File: config.mk
export PLATFORM = sky130hd
export DESIGN_NAME = ahb_multi_timer
export DESIGN_NICKNAME = d
export VERILOG_FILES = /design/src/rtl/ahb_multi_timer.sv
export SDC_FILE = /design/constraint.sdc
export NUM_CORES = 1
export LEC_CHECK = 0
export ABC_AREA = 1
export CAP_MARGIN = 15
export CORE_ASPECT_RATIO = 0.5
export CORE_MARGIN = 5
export CORE_UTILIZATION = 50
export DETAILED_ROUTE_END_ITERATION = 7
export GPL_TIMING_DRIVEN = 0
export PLACE_DENSITY = 0.74
export SYNTH_ARGS = -nofsm -noshare
export SYNTH_HDL_FRONTEND = slang
export SYNTH_SLANG_ARGS = --single-unit
File: constraint.sdc
create_clock -name cpu_clk -period 3 [get_ports cpu_clk]
set_input_delay 0.3 -clock cpu_clk [delete_from_list [all_inputs] [get_ports cpu_clk]]
set_output_delay 0.3 -clock cpu_clk [all_outputs]
set_load 0.02 [all_outputs]
File: src/rtl/ahb_multi_timer.sv
// Bank of independent down-counters used as timeout/interval timers by the AHB
// FIFO and smart_run logic. Each channel loads on the rising edge of its enable.
module ahb_multi_timer #(
  parameter int CNT_WIDTH = 32,
  parameter int CH_NUM    = 4
) (
  input  logic                        cpu_clk,
  input  logic                        cpu_rst_b,
  input  logic [CH_NUM-1:0]           counter_en,
  input  logic [CH_NUM*CNT_WIDTH-1:0] counter_load,
  input  logic [CH_NUM-1:0]           counter_mode,
  input  logic [CH_NUM-1:0]           counter_pause,
  output logic [CH_NUM-1:0]           counter_done,
  output logic [CH_NUM-1:0]           counter_expire,
  output logic [CH_NUM*CNT_WIDTH-1:0] counter_value,
  output logic                        expire_any
);

  typedef enum logic {
    ST_IDLE = 1'b0,
    ST_RUN  = 1'b1
  } state_t;

  localparam logic [CNT_WIDTH-1:0] CNT_ONE = CNT_WIDTH'(1);

  for (genvar ch = 0; ch < CH_NUM; ch++) begin : g_ch
    state_t               state, state_nxt;
    logic [CNT_WIDTH-1:0] count, count_nxt;
    logic [CNT_WIDTH-1:0] reload, reload_nxt;
    logic [CNT_WIDTH-1:0] load_val;
    logic                 en_ff, mode_q, mode_nxt;
    logic                 expire_q, expire_nxt;
    logic                 load, abort;

    assign load_val = counter_load[ch*CNT_WIDTH +: CNT_WIDTH];
    assign load     = counter_en[ch] & ~en_ff;
    assign abort    = ~counter_en[ch] & en_ff;

    always_comb begin
      // NOTE: every output of this block gets a default first so no path leaves
      // it unassigned; otherwise synthesis infers a latch.
      state_nxt  = state;
      count_nxt  = count;
      reload_nxt = reload;
      mode_nxt   = mode_q;
      expire_nxt = 1'b0;
      case (state)
        ST_IDLE: begin
          // Pause is deliberately not consulted here: a load always takes effect.
          if (load) begin
            count_nxt  = load_val;
            reload_nxt = load_val;
            mode_nxt   = counter_mode[ch];
            if (load_val == '0) expire_nxt = 1'b1;
            else                state_nxt  = ST_RUN;
          end
        end
        ST_RUN: begin
          // Abort outranks the terminal count so a dropped enable never pulses.
          if (abort) begin
            count_nxt = '0;
            state_nxt = ST_IDLE;
          end else if (counter_pause[ch]) begin
            count_nxt = count;
          end else if (count == CNT_ONE) begin
            expire_nxt = 1'b1;
            if (mode_q) begin
              count_nxt = reload;
            end else begin
              count_nxt = '0;
              state_nxt = ST_IDLE;
            end
          end else begin
            count_nxt = count - CNT_ONE;
          end
        end
        default: state_nxt = ST_IDLE;
      endcase
    end

    // NOTE: sequential state uses non-blocking assignments so every flop samples
    // pre-edge values regardless of statement order.
    always_ff @(posedge cpu_clk or negedge cpu_rst_b) begin
      if (!cpu_rst_b) begin
        state    <= ST_IDLE;
        count    <= '0;
        reload   <= '0;
        mode_q   <= 1'b0;
        en_ff    <= 1'b0;
        expire_q <= 1'b0;
      end else begin
        state    <= state_nxt;
        count    <= count_nxt;
        reload   <= reload_nxt;
        mode_q   <= mode_nxt;
        en_ff    <= counter_en[ch];
        expire_q <= expire_nxt;
      end
    end

    assign counter_done[ch]                           = (state == ST_IDLE);
    assign counter_expire[ch]                         = expire_q;
    assign counter_value[ch*CNT_WIDTH +: CNT_WIDTH]   = count;
  end

  assign expire_any = |counter_expire;

endmodule

==> flow_metrics.py <==
metrics = {
    "status": {
        "status": "finished clean",
    },
    "synthesis": {
        "synth_edf_count": 0,
        "yosysTopAreaCellShare": 0.403,
        "syn_inst": 2510,
        "synth_seq_cells": 272,
        "synth_nets": 2660,
        "syn_area_um2": 16900,
        "ys_warn_count": 0,
        "ys_seq_area_frac": 0.403,
        "yosysUniqueCellTypes": 43,
        "async_reset_ff_frac": 1.00,
        "synthFlopType": "dfrtp_1",
        "synth_top_area_cell": "dfrtp_1",
        "ys_top_cells_by_area": "dfrtp_1 (40%), nand2_1 (20%), a21oi_1 (8.1%), nor2_1 (7.8%), nand3_1 (4.1%)",
        "synth.avg_cell_area_um2": 6.73,
    },
    "global_route": {
        "grt_max_degree": 112,
        "overflow": 0,
        "met1_usage": 0.421,
        "grt_pass1_wl_mm": 98.2,
        "track_usage": 0.320,
        "grt_pass1_vias": 17617,
        "grt_antenna_before_repair": 1,
        "grt-busiest-layer": "met2",
        "met2_usage": 0.542,
        "use_met3": 0.0494,
    },
    "finish": {
        "drive_above_1_share": 0.0461,
        "final_nets": 2970,
        "mostFrequentLayoutCell": "nand2_1",
        "mostFrequentLayoutCells": "nand2_1 (908), nor2_1 (351), clkdlybuf4s50_1 (277)",
        "syn_to_final_growth_pct": 25.3,
    },
    "sta": {
        "setup_slack_ns": 0.305,
        "rsz0062_at_grt": "false",
        "fin_skew_ns": 0.0206,
        "hold_viol_final": 0,
        "layout_worst_path_cycle_share": 0.898,
        "finalSetupViolations": 0,
        "post-route-min-period_ns": 2.70,
        "fmax_mhz": 371,
        "relSlewSlack": 0.303,
        "drv_slew": 0,
        "tightest_slew_ns": 1.04,
        "timing.hold.ws_ns": 0.263,
    },
    "pwr": {
        "power_density_nw_per_um2": 816,
        "peakVddDrop_mv": 0.588,
        "p_int_uw": 9680,
        "leakagePower_uw": 0.00931,
        "swShare": 0.440,
        "switchingPower_uw": 7590,
        "pwr-share-comb": 0.429,
        "power.share.clock": 0.199,
        "p_seq_frac": 0.372,
    },
    "routing": {
        "drtAntennaViolNets": 0,
        "totalWireLength_mm": 62.2,
        "via_per_inst": 5.57,
        "drc_errors": 0,
        "vias": 18300,
        "drt_first_pass_iters": 6,
        "first_iter_violations": 2150,
        "wl_per_cell_um": 18.9,
    },
    "die": {
        "core_area_um2": 33200,
        "initial_core_util": 0.509,
        "rows": 47,
        "fp.dieW_um": 270,
        "io_pins": 279,
        "dieHeight_um": 140,
        "die_area_um2": 37800,
    },
    "worst_setup_path": {
        "path_class": "flop to primary output",
        "crit_arrival_ns": 2.40,
        "cp-start-kind": "flop",
        "cp.required_ns": 2.70,
        "crit_fanout": 10,
        "critPathCaptureType": "primary output",
        "critPathMaxStageDelay_ns": 0.73,
        "crit_chain": "inv_2 > clkbuf_1 > clkdlybuf4s50_1",
        "critPathSlowestCell": "clkdlybuf4s50_1",
    },
    "clock_tree": {
        "ctsHoldBuffers": 1,
        "clock_path_buffers": 3,
        "htree_levels": 1,
        "postCtsResizedCells": 0,
        "path_clk_slew_ns": 0.06,
        "postCtsSetupBuffers": 0,
        "cts-root-buf": "clkbuf_16",
        "cts_buffers": 27,
        "clock-sinks": 272,
        "cts_tree": "done",
        "clk_latency_ns": 0.56,
    },
    "placement": {
        "gp_congestion": 0.981,
        "dp_hpwl_mm": 47.4,
        "port_buffers": 278,
        "post-place-ws_ns": 0.0572,
    },
    "job": {
        "maxCapViolations": 0,
    },
    "min_path": {
        "hp-class": "primary input to flop",
    },
}
==> through the flow <==
stage / std cells / power [uW] / area, um2 / util / setup TNS (ns)
after floorplan: 2510 / 10400 / 16900 / - / 0
after global routing: 3283 / 18300 / 21200 / 0.638 / 0
after global placement: 3229 / 13600 / 20200 / 0.610 / -2846.26
after detailed placement: 3231 / 13800 / 20300 / 0.612 / 0
after CTS: 3282 / 17200 / 21200 / 0.638 / 0
final: 3283 / 17300 / 21200 / 0.638 / 0
==> synth_stat cells, drive strengths merged (22+ instances only) <==
cell    number
nor4        34
nor3        22
nand4       30
xor2        59
inv        132
dfrtp      272
o21ai       58
nand3      148
nand2      917
clkbuf      75
a21oi      281
buf         32
nor2       371
==> sequential cells by signal, summed over array words and instances (netlist names) <==
| name | cells |
|---|---|
| g_ch.mode_q | 4 |
| g_ch.reload | 128 |
| g_ch.state | 4 |
| g_ch.expire_q | 4 |
| g_ch.count | 128 |
| g_ch.en_ff | 4 |
==> worst max-delay path, delay by kind of cell (launching register included) <==
kind / cells / cell delay [ns]
buf+inv: 3 / 1.42
flops: 1 / 0.40
==> metal layers <==
metal	vias up	share of wire
met5	-	0
met4	0	0.041
met3	149	0.074
met2	820	0.47
met1	8607	0.41
li1	8724	-
==> area by class of cell <==
| cell class | instances | area [um2] |
|---|---|---|
| diodes | 1 | 2.50 |
| plain buffers | 107 | 474 |
| clock buffers | 39 | 761 |
| clock inverters | 11 | 101 |
| fillers | 3117 | 12000 |
| inverters | 139 | 522 |
| multi-input cells | 1992 | 9090 |
| flip-flops and latches | 272 | 6810 |
| well taps | 441 | 552 |
| repair buffers | 281 | 2850 |
==> power by group through the flow <==
| stage | sequential, uW | clock [uW] | combinational [uW] |
|---|---|---|---|
| finish | 6420 | 3430 | 7410 |
| global route | 6590 | 3620 | 8130 |
| detailed placement | 6420 | 0 | 7350 |
| CTS | 6380 | 3460 | 7380 |
| floorplan | 6790 | 0 | 3560 |
| global placement | 6420 | 0 | 7230 |
==> kinds of logic (layout without fill, tap and decap cells) <==
group	Yosys count	count (layout)	share of synthesized area
XOR/XNOR	78	78	0.0404
adder cells (fa/ha/maj)	8	8	0.00593
AO/OA/AOI/OAI	371	371	0.116
other	0	1	0
flip-flops	272	272	0.403
buffers and inverters	246	577	0.0590
AND/OR/NAND/NOR	1535	1535	0.376
==> worst paths after layout <==
| kind | from | cells after the start | end | slack, ns |
|---|---|---|---|---|
| hold reg to reg | g_ch[2].reload[1] | 2 | g_ch[2].reload[1] | 0.47 |
| setup reg to reg | g_ch[1].en_ff | 7 | g_ch[1].reload[6] | 0.33 |
| setup / recovery | g_ch[0].state | 3 | counter_done[0] | 0.30 |
| min in group asynchronous | cpu_rst_b | 2 | g_ch[3].reload[2] | 0.27 |
| max in group asynchronous | cpu_rst_b | 4 | g_ch[1].count[30] | 1.32 |
| hold / removal | counter_en[3] | 1 | g_ch[3].en_ff | 0.26 |
No activity file was read; power rests on OpenSTA's default activity.
